### config.mk
export PLATFORM = sky130hd
export DESIGN_NAME = ysyx_24100005_lsu
export DESIGN_NICKNAME = d
export VERILOG_FILES = /design/src/rtl/ysyx_24100005_lsu.sv
export SDC_FILE = /design/constraint.sdc
export NUM_CORES = 1
export LEC_CHECK = 0
export BUFFER_PORTS_ARGS = -buffer_cell sky130_fd_sc_hd__buf_4
export CAP_MARGIN = 40
export CORE_MARGIN = 5
export CORE_UTILIZATION = 45
export DETAILED_ROUTE_END_ITERATION = 10
export PLACE_DENSITY = 0.77
export SETUP_SLACK_MARGIN = 0.15
export SYNTH_ARGS = -nofsm -noshare
export SYNTH_HDL_FRONTEND = slang
export SYNTH_SLANG_ARGS = --single-unit
### constraint.sdc
create_clock -name clk -period 2.45 [get_ports clk]
set_clock_uncertainty 0.05 [all_clocks]
set_input_delay 0.245 -clock clk [delete_from_list [all_inputs] [get_ports clk]]
set_output_delay 0.245 -clock clk [all_outputs]
set_load 0.005 [all_outputs]
### src/rtl/ysyx_24100005_lsu.sv
// rtl/ysyx_24100005_lsu.sv - multi-cycle load/store unit; LSU_MISALIGN_TRAP_EN selects trapping of misaligned accesses
module ysyx_24100005_lsu #(
    parameter int DATA_W      = 32,
    parameter int ADDR_W      = 32,
    parameter int TIMEOUT_CYC = 255
) (
    input  logic                clk,
    input  logic                rst,
    input  logic                req_valid,
    output logic                req_ready,
    input  logic                req_we,
    input  logic [2:0]          req_funct3,
    input  logic [ADDR_W-1:0]   req_addr,
    input  logic [DATA_W-1:0]   req_wdata,
    output logic                resp_valid,
    input  logic                resp_ready,
    output logic [DATA_W-1:0]   resp_rdata,
    output logic                resp_err,
    output logic                mem_req_valid,
    input  logic                mem_req_ready,
    output logic                mem_we,
    output logic [ADDR_W-1:0]   mem_addr,
    output logic [DATA_W-1:0]   mem_wdata,
    output logic [DATA_W/8-1:0] mem_wmask,
    input  logic                mem_resp_valid,
    input  logic [DATA_W-1:0]   mem_rdata,
    input  logic                mem_resp_err
);
    localparam int NB    = DATA_W / 8;
    localparam int OFF_W = $clog2(NB);
    localparam int CNT_W = $clog2(TIMEOUT_CYC + 1);

`ifdef LSU_MISALIGN_TRAP_EN
    localparam bit MISALIGN_TRAP = 1'b1;
`else
    localparam bit MISALIGN_TRAP = 1'b0;
`endif

    typedef enum logic [1:0] {S_IDLE, S_REQ, S_WAIT, S_RESP} state_t;

    state_t             state;
    logic               we_q;
    logic [2:0]         f3_q;
    logic [OFF_W-1:0]   off_q;
    logic [CNT_W-1:0]   cnt;
    logic [ADDR_W-1:0]  mem_addr_q;
    logic [DATA_W-1:0]  mem_wdata_q;
    logic [NB-1:0]      mem_wmask_q;
    logic [DATA_W-1:0]  rdata_q;
    logic               err_q;
    logic               mem_req_valid_q;
    logic               resp_valid_q;

    logic               legal;
    logic [NB-1:0]      lane_mask;
    logic [OFF_W-1:0]   align_mask;
    logic [OFF_W-1:0]   req_off;
    logic [OFF_W-1:0]   off_eff;
    logic               misaligned;
    logic [DATA_W-1:0]  raw;
    logic [DATA_W-1:0]  load_ext;

    assign req_ready     = rst && (state == S_IDLE);
    assign mem_req_valid = mem_req_valid_q;
    assign mem_we        = we_q;
    assign mem_addr      = mem_addr_q;
    assign mem_wdata     = mem_wdata_q;
    assign mem_wmask     = mem_wmask_q;
    assign resp_valid    = resp_valid_q;
    assign resp_rdata    = rdata_q;
    assign resp_err      = err_q;

    // Decode the incoming request: legality, byte-lane mask and natural alignment.
    always_comb begin
        legal = 1'b0;
        case ({req_we, req_funct3})
            4'b0_000, 4'b0_001, 4'b0_010, 4'b0_100, 4'b0_101,
            4'b1_000, 4'b1_001, 4'b1_010: legal = 1'b1;
            4'b0_011, 4'b0_110, 4'b1_011: legal = (DATA_W == 64);
            default:                      legal = 1'b0;
        endcase
        lane_mask  = '0;
        align_mask = '0;
        case (req_funct3[1:0])
            2'd0:    begin lane_mask = NB'(8'h01); align_mask = '0;         end
            2'd1:    begin lane_mask = NB'(8'h03); align_mask = OFF_W'(1); end
            2'd2:    begin lane_mask = NB'(8'h0F); align_mask = OFF_W'(3); end
            default: begin lane_mask = NB'(8'hFF); align_mask = OFF_W'(7); end
        endcase
        req_off    = req_addr[OFF_W-1:0];
        misaligned = |(req_off & align_mask);
        off_eff    = req_off & ~align_mask;
    end

    // Shift the returned word down to its lane and extend to the bus width.
    always_comb begin
        raw = mem_rdata >> {off_q, 3'b000};
        case (f3_q)
            3'b000:  load_ext = DATA_W'($signed(raw[7:0]));
            3'b001:  load_ext = DATA_W'($signed(raw[15:0]));
            3'b010:  load_ext = DATA_W'($signed(raw[31:0]));
            3'b100:  load_ext = DATA_W'(raw[7:0]);
            3'b101:  load_ext = DATA_W'(raw[15:0]);
            3'b110:  load_ext = DATA_W'(raw[31:0]);
            default: load_ext = raw;
        endcase
    end

    // Request/response FSM; every output except req_ready comes from a flop here.
    always_ff @(posedge clk or negedge rst) begin
        if (!rst) begin
            state           <= S_IDLE;
            we_q            <= 1'b0;
            f3_q            <= '0;
            off_q           <= '0;
            cnt             <= '0;
            mem_addr_q      <= '0;
            mem_wdata_q     <= '0;
            mem_wmask_q     <= '0;
            rdata_q         <= '0;
            err_q           <= 1'b0;
            mem_req_valid_q <= 1'b0;
            resp_valid_q    <= 1'b0;
        end else begin
            case (state)
                S_IDLE: begin
                    if (req_valid) begin
                        we_q        <= req_we;
                        f3_q        <= req_funct3;
                        off_q       <= off_eff;
                        mem_addr_q  <= {req_addr[ADDR_W-1:OFF_W], {OFF_W{1'b0}}};
                        mem_wdata_q <= req_wdata << {off_eff, 3'b000};
                        mem_wmask_q <= req_we ? (lane_mask << off_eff) : '0;
                        rdata_q     <= '0;
                        if (!legal || (MISALIGN_TRAP && misaligned)) begin
                            err_q        <= 1'b1;
                            resp_valid_q <= 1'b1;
                            state        <= S_RESP;
                        end else begin
                            err_q           <= 1'b0;
                            mem_req_valid_q <= 1'b1;
                            state           <= S_REQ;
                        end
                    end
                end
                S_REQ: begin
                    if (mem_req_ready) begin
                        cnt             <= '0;
                        mem_req_valid_q <= 1'b0;
                        state           <= S_WAIT;
                    end
                end
                S_WAIT: begin
                    // A response arriving on the final counted cycle beats the timeout.
                    if (mem_resp_valid) begin
                        err_q        <= mem_resp_err;
                        rdata_q      <= (mem_resp_err || we_q) ? '0 : load_ext;
                        resp_valid_q <= 1'b1;
                        state        <= S_RESP;
                    end else if (cnt == CNT_W'(TIMEOUT_CYC - 1)) begin
                        err_q        <= 1'b1;
                        rdata_q      <= '0;
                        resp_valid_q <= 1'b1;
                        state        <= S_RESP;
                    end else begin
                        cnt <= cnt + CNT_W'(1);
                    end
                end
                S_RESP: begin
                    if (resp_ready) begin
                        rdata_q      <= '0;
                        err_q        <= 1'b0;
                        resp_valid_q <= 1'b0;
                        state        <= S_IDLE;
                    end
                end
                default: state <= S_IDLE;
            endcase
        end
    end
endmodule
==> results of run 1 <==
[layout make-up]
class	count	area (um2)
diodes	1	2.50
clock buffers	20	457
clock inverters	12	200
fillers	977	4170
inverters	10	37.5
multi-input cells	326	2610
flip-flops and latches	117	2930
well taps	172	215
repair buffers	246	1900
[power by group through the flow]
stage	registers, uW	clock network, uW	logic [uW]
global placement	3100	0	3570
CTS	3120	2780	3730
detailed placement	3130	0	3690
finish	3120	2730	3750
global route	3210	2880	4110
floorplan	3090	0	1940
[through the flow]
| stage | instances | cell area (um2) |
|---|---|---|
| after global placement | 853 | 7490 |
| final | 904 | 8340 |
| after detailed placement | 853 | 7490 |
| after global routing | 903 | 8340 |
| after floorplan | 489 | 5710 |
| after CTS | 899 | 8290 |
[cells in the mapped netlist (all sizes together) (9+ instances only)]
cell / count / area [um2]
mux2: 50 / 563
clkbuf: 23 / 86.3
o21ai: 33 / 165
buf: 13 / 82.6
nor2b: 9 / 56.3
dfrtp: 117 / 2930
o2bb2ai: 15 / 131
mux2i: 48 / 480
a22o: 11 / 96.3
nor2: 13 / 48.8
a221o: 16 / 160
a21oi: 15 / 75.1
nand3: 10 / 50.1
inv: 10 / 37.5
nand2: 31 / 116
a2bb2oi: 9 / 78.8
[worst min path at each step]
stage / start / to / slack [ps] / cells past startpoint
2_1_floorplan: rst / cnt[0]$_DFFE_PN0P_ / -100 / 0
3_3_place_gp: rst / mem_addr[30]$_DFFE_PN0P_ / 350 / 2
3_5_place_dp: rst / mem_addr[8]$_DFFE_PN0P_ / 360 / 2
4_1_cts: req_addr[23] / mem_addr[23]$_DFFE_PN0P_ / 0.4 / 2
5_1_grt: req_addr[30] / mem_addr[30]$_DFFE_PN0P_ / 0.6 / 2
6_report: req_addr[30] / mem_addr[30]$_DFFE_PN0P_ / 20 / 2
[cell families (layout without fill, tap and decap cells)]
group / count (synthesis) / count (layout)
simple gates: 99 / 99
other cells: 1 / 3
compound gates: 119 / 119
buf+inv: 46 / 288
fa+ha+maj: 7 / 7
mux: 99 / 99
flops: 117 / 117
[layer usage]
layer / up-vias / track usage
met3: 29 / 0.0677
met2: 175 / 0.371
met5: - / 0
li1: 2271 / -
met1: 2358 / 0.258
met4: 0 / 0.106
[timing repair]
item	in CTS	in global routing
setup endpoints to repair	16	16
setup buffers	2	3
resized for setup	3	7
gates cloned	0	1
hold buffers	12	0
pin swaps	1	2
hold endpoints to repair	128	0
[registers in the layout, indices dropped and copies added (netlist names)]
name / cells
f3_q: 3
resp_err: 1
state: 2
mem_req_valid: 1
off_q: 2
mem_addr: 30
mem_wmask: 4
cnt: 8
resp_valid: 1
mem_wdata: 32
mem_we: 1
resp_rdata: 32
==> impl_metrics.toml, run 1 <==
[global_routing]
grt_pass1_vias = 5014
grt_max_degree = 118
grt_use_total = 0.221
grt_pass1_wl_um = 25700
grt-ovfl-total = 0
grt_antenna_before_repair = 0

[synthesis]
synth_edf_count = 0
postSynthCellCount = 488
synth_area_per_cell_um2 = 11.7
ys_seq_area_frac = 0.513
syn_area_mm2 = 0.00570
ys_ff_latch = 117
synth_xor_area_frac = 0
synth_top_family_by_area = "multiplexers"
synth_compound_area_frac = 0.152
synth-simple-area-share = 0.0959
synth.area.mux_share = 0.187
yosysUniqueCellTypes = 47
synth-async-reset-ratio = 1.00
synthAdderAreaFrac = 0.0154
yosys_warnings = 0
ys.flop_type = "dfrtp_1"

[critical_path]
slowest_delay_ps = 620
crit_path_max_fanout = 8
r2r-end = "resp_rdata[17]$_DFFE_PN0P_"
cp_top_family = "simple AND/OR/NAND/NOR gates"
critPathLaunchType = "flip-flop"
timing.rr.start = "state[0]$_DFFE_PN0P_"
r2r_cells = 6
cp-end-kind = "flip-flop"
required_ps = 2740
setup.worst_path.end = "resp_rdata[17]$_DFFE_PN0P_"
crit_slowest_cell = "or4_4"
cp.depth = 6
startpoint = "state[0]$_DFFE_PN0P_"
path_class = "reg2reg"
cp.arrival_ps = 2530
path_cells = "ha_1 -> nand4bb_4 -> or4_4 -> nor4_4 -> buf_6 -> a221o_1"
crit_buf_inv = 1
reg2reg_setup_slack_ps = 220

[job]
max-cap-violations = 0

[die]
die_area_mm2 = 0.0150
die_h_um = 123
ioPinCount = 212
row_count = 41
die_w_um = 123
core_mm2 = 0.0125
start_util = 0.456

[placement]
numPortBuffers = 209
place_ws_ps = 23.6
place.gp.congestion = 0.869
hpwl_um = 11800

[power]
power.share.clock = 0.284
sw_frac_of_total = 0.317
combPwrFrac = 0.391
seq_power_share = 0.325
internal-power_uw = 6550
ir_drop_uv = 648
switching_power_uw = 3040
total_power_uw = 9590
powerDensity_mw_per_mm2 = 1150
p_leak_uw = 0.00391

[final_layout]
final_util = 0.667
area_delta_synth_final_pct = 46.3
fin_nets = 832
final_cell_mix = "buf_4 (231), dfrtp_1 (117), mux2_2 (50)"
layout-drive-gt1-share = 0.450
final_common_cell = "buf_4"

[sta]
slew_violations = 0
fin_crit_ps = 2230
rsz0062_at_grt = "no"
relSlewSlack = 0.445
setup-violations-final = 0
hold_violations = 0
setup_ws_ps = 217
fmax_mhz = 448
fin_tns_setup_ps = 0
fin_crit_sh = 0.911
worst_hold_slack_ps = 19.8
tightestPinTransition_ps = 831

[routing]
drt_iter0_markers = 371
wl_met3_um = 1280
antenna_left = 0
vias_per_cell = 5.35
vias = 4833
dr.max_layer_used = "met4"
drt_wl_total_um = 16100
wl_met2_um = 8190
routedLengthMet1_um = 6210
dr.pass1.iters = 4
wl_per_cell_um = 17.8
drc = 0

[clocking]
clock_sinks = 117
path_clk_slew_ps = 60
cts_tree = "yes"
numCtsBuffers = 17
cts_root_buffer = "clkbuf_16"
clock_latency_ps = 410
htreeDepth = 4
clockBufferDepth = 2

[min_path]
hold_path.class = "in2reg"

[status]
outcome = "finished clean"
Power figures use the tool's default switching activity.
==> run 2, diff against run 1 <==
Settings changed: BUFFER_PORTS_ARGS -buffer_cell sky130_fd_sc_hd__buf_4 to default, CORE_UTILIZATION 45 to 60, CTS_BUF_LIST from default to sky130_fd_sc_hd__clkbuf_4, DONT_BUFFER_PORTS from default to 1, PLACE_DENSITY 0.77 to 0.79.
==> impl_metrics.toml, run 2 (synthesis gave the netlist of run 1 again) <==
[status]
outcome = "finished with violations"
violations = "hold timing"

[routing]
routedLengthMet1_um = 5740
antenna_left = 0
wl_per_cell_um = 21.9
vias = 4493
dr.max_layer_used = "met4"
wl_met2_um = 7760
drt_wl_total_um = 15900
drc = 0
wl_met3_um = 1820
drt_iter0_markers = 233
dr.pass1.iters = 7
vias_per_cell = 6.20

[placement]
numPortBuffers = 0
place.gp.congestion = 0.844
hpwl_um = 9860
place_ws_ps = 225
place_inst = 600

[clocking]
clock_latency_ps = 500
path_clk_slew_ps = 140
clockBufferDepth = 2
clock_sinks = 117
cts_root_buffer = "clkbuf_4"
htreeDepth = 4
cts_tree = "yes"
ctsHoldBuffers = 90
numCtsBuffers = 17

[die]
die_w_um = 107
core_mm2 = 0.00924
start_util = 0.617
die_area_mm2 = 0.0116
die_h_um = 107
row_count = 35
ioPinCount = 212

[global_routing]
grt_use_total = 0.282
grt_pass1_vias = 4740
grt_pass1_wl_um = 25300
grt-ovfl-total = 0
grt_max_degree = 119
grt_antenna_before_repair = 0

[final_layout]
fin_nets = 697
multi_input_area_mm2 = 0.00259
antennaDiodeCount = 0
layout-drive-gt1-share = 0.193
area_delta_synth_final_pct = 23.5
final_util = 0.762
final.fill_count = 558
fin_cells = 725
final_cell_mix = "dfrtp_1 (117), dlygate4sd3_1 (90), mux2_2 (50)"
final_common_cell = "dfrtp_1"
regArea_mm2 = 0.00293

[sta]
setup-violations-final = 0
fin_crit_ps = 2260
fin_crit_sh = 0.922
rsz0062_at_grt = "yes"
worst_hold_slack_ps = -641
fin_tns_setup_ps = 0
tightestPinTransition_ps = 781
setup_ws_ps = 191
hold_violations = 117
slew_violations = 0
fmax_mhz = 443
relSlewSlack = 0.477

[power]
powerDensity_mw_per_mm2 = 1020
ir_drop_uv = 590
total_power_uw = 7210
p_leak_uw = 0.00300

[critical_path]
reg2reg_setup_slack_ps = 190
cp.arrival_ps = 2650
crit_buf_inv = 2
slowest_delay_ps = 570
path_cells = "inv_1 -> ha_1 -> nor2b_1 -> or4_4 -> nor4_4 -> buf_6 -> a221o_1"
crit_slowest_cell = "or4_4"
critPathLaunchType = "flip-flop"
path_class = "reg2reg"
crit_path_max_fanout = 8
cp_top_family = "simple AND/OR/NAND/NOR gates"
required_ps = 2840
cp-end-kind = "flip-flop"

[job]
max-cap-violations = 0

[min_path]
hold_path.class = "in2async"
-- run 2: changes by cell type in the layout (fill, tap and decap cells not counted), sizes merged --
cell	previous run	this run
dlygate4sd3	12	90
clkbuf	20	17
clkinvlp	3	4
clkinv	3	1
bufinv	5	0
buf	234	21
inv	11	20
diode	1	0
-- run 2: final timing paths --
path                                       from                         end  cells after the start
max                        state[1]$_DFFE_PN0P_  resp_rdata[24]$_DFFE_PN0P_                      7
max reg2reg                state[1]$_DFFE_PN0P_  resp_rdata[24]$_DFFE_PN0P_                      7
min in group clk                  mem_rdata[30]  resp_rdata[14]$_DFFE_PN0P_                      4
min                                         rst   mem_wdata[30]$_DFFE_PN0P_                      0
max in group asynchronous                   rst  resp_rdata[24]$_DFFE_PN0P_                      0
min reg2reg                  cnt[7]$_DFFE_PN0P_          cnt[7]$_DFFE_PN0P_                      1
-- run 2: layer usage --
layer  vias up  global-route usage
met3        50               0.122
met1      2161               0.329
met4         0               0.127
li1       2005                   -
met5         -                   0
met2       277               0.451
-- run 2: cell type report --
| type | count | share of cell area |
|---|---|---|
| timing repair buffer | 111 | 0.152 |
| inverter | 10 | 0.00533 |
| clock buffer | 17 | 0.0181 |
| clock inverter | 15 | 0.0190 |
| multi-input combinational | 326 | 0.367 |
| sequential | 117 | 0.416 |
| tap | 129 | 0.0229 |
-- run 2: stage by stage --
stage / hold WS [ps] / area, um2
floorplan: -101 / 5710
finish: -641 / 7050
CTS: -686 / 7010
global route: -716 / 7050
global placement: -97.2 / 5850
detailed placement: -96.4 / 5850
-- run 2: repair_timing --
item,in CTS,in global routing
setup buffers,0,2
endpoints found under the setup margin,0,20
endpoints found under the hold margin,214,117
resized for setup,0,7
-- run 2: power by group --
group	internal, uW	switching (uW)
clock	444	873
combinational	1290	1260
sequential	2640	698
==> run 3, diff against run 2 <==
Settings changed: CORE_MARGIN 5 to 2.
==> impl_metrics.toml, run 3 (synthesis gave the netlist of run 1 again) <==
[status]
outcome = "finished with violations"
violations = "hold timing"

[global_routing]
grt_antenna_before_repair = 1
grt-ovfl-total = 0
grt_use_total = 0.295
grt_pass1_wl_um = 23400
grt_max_degree = 119
grt_pass1_vias = 4640

[clocking]
cts_tree = "yes"
numCtsBuffers = 17
ctsHoldBuffers = 74
path_clk_slew_ps = 120
cts_root_buffer = "clkbuf_4"
clockBufferDepth = 2
htreeDepth = 4
clock_latency_ps = 470
clock_sinks = 117

[die]
row_count = 35
die_area_mm2 = 0.0103
die_w_um = 101
ioPinCount = 212
core_mm2 = 0.00924
start_util = 0.617
die_h_um = 101

[critical_path]
r2r_cells = 8
cp-end-kind = "flip-flop"
cp.arrival_ps = 2560
reg2reg_setup_slack_ps = 250
timing.rr.start = "state[0]$_DFFE_PN0P_"
path_class = "reg2reg"
crit_path_max_fanout = 17
r2r-end = "resp_rdata[25]$_DFFE_PN0P_"
critPathLaunchType = "flip-flop"
required_ps = 2810

[final_layout]
final.fill_count = 592
fin_nets = 682
final_common_cell = "dfrtp_1"
layout-drive-gt1-share = 0.196
stdcell_area_mm2 = 0.00689
final_cell_mix = "dfrtp_1 (117), dlygate4sd3_1 (74), mux2_2 (50)"
area_delta_synth_final_pct = 20.8
final_util = 0.745

[sta]
worst_hold_slack_ps = -598
relSlewSlack = 0.470
hold_violations = 117
slew_violations = 0
rsz0062_at_grt = "no"
fmax_mhz = 454
fin_crit_ps = 2200
fin_tns_setup_ps = 0
fin_crit_sh = 0.900
setup-violations-final = 0
tightestPinTransition_ps = 793

[job]
max-cap-violations = 0

[min_path]
hold_path.class = "in2async"

[power]
p_leak_uw = 0.00294
ir_drop_uv = 625
total_power_uw = 7070
powerDensity_mw_per_mm2 = 1030

[routing]
dr.pass1.iters = 4
vias_per_cell = 6.15
drt_iter0_markers = 164
drc = 0
wl_per_cell_um = 20.7
drt_wl_total_um = 14700
vias = 4375
antenna_left = 0

[placement]
place.gp.congestion = 0.872
placed_area_mm2 = 0.00587
hpwl_um = 9560
numPortBuffers = 0
run 3: cell types whose count changed in the layout (fill, tap and decap cells not counted), moves of 2 or more:
cell / before / now
inv_6: 7 / 5
clkinv_4: 1 / 3
inv_8: 3 / 1
dlygate4sd3_1: 90 / 74
clkinv_2: 0 / 3
run 3: worst max path at each step:
stage / from / end / slack, ps
detailed placement: state[0]$_DFFE_PN0P_ / resp_rdata[24]$_DFFE_PN0P_ / 210
floorplan: state[0]$_DFFE_PN0P_ / resp_rdata[24]$_DFFE_PN0P_ / 160
CTS: state[0]$_DFFE_PN0P_ / resp_rdata[25]$_DFFE_PN0P_ / 170
global route: state[0]$_DFFE_PN0P_ / resp_rdata[27]$_DFFE_PN0P_ / 150
finish: state[0]$_DFFE_PN0P_ / resp_rdata[25]$_DFFE_PN0P_ / 250
global placement: state[0]$_DFFE_PN0P_ / resp_rdata[27]$_DFFE_PN0P_ / 310
run 3: timing repair:
item / CTS / global route
setup endpoints to repair: 0 / 17
gates resized for setup: 0 / 2
setup buffers: 0 / 2
hold endpoints to repair: 206 / 117
run 3: layer usage:
metal | up-vias | share of wire | GRT usage
met5 | - | 0 | 0
met4 | 0 | 0.024 | 0.133
met3 | 33 | 0.091 | 0.101
met2 | 228 | 0.51 | 0.477
met1 | 2142 | 0.38 | 0.359
li1 | 1972 | - | -
run 3: metrics by stage:
| step | setup WS (ps) | cells |
|---|---|---|
| 3_5_place_dp | 209 | 602 |
| 4_1_cts | 168 | 708 |
| 6_report | 245 | 711 |
| 5_1_grt | 152 | 711 |
| 2_1_floorplan | 161 | 489 |
| 3_3_place_gp | 306 | 602 |
run 3: final cells by class:
class / count / area (um2) / share of cell area
Antenna cell: 1 / 2.50 / 0.000363
Clock buffer: 17 / 128 / 0.0185
Clock inverter: 15 / 119 / 0.0173
Tap cell: 129 / 161 / 0.0234
Timing Repair Buffer: 96 / 926 / 0.134
Inverter: 10 / 37.5 / 0.00545
Sequential cell: 117 / 2930 / 0.425
Multi-Input combinational cell: 326 / 2580 / 0.375
run 3: power breakdown:
part / switching [uW] / internal (uW) / leakage (uW) / total (uW)
sequential: 678 / 2640 / 0.00150 / 3320
clock: 821 / 422 / 0.000131 / 1240
combinational: 1240 / 1270 / 0.00132 / 2510
total: 2740 / 4330 / 0.00294 / 7070
run 3: worst max-delay path, cell delays in order (launching register included):
cell     delay (ps)
dfrtp_1         390
inv_1            90
ha_1            230
nor2b_1         180
or4_4           560
buf_6           180
nor3_2          150
buf_4           170
a221o_1         140
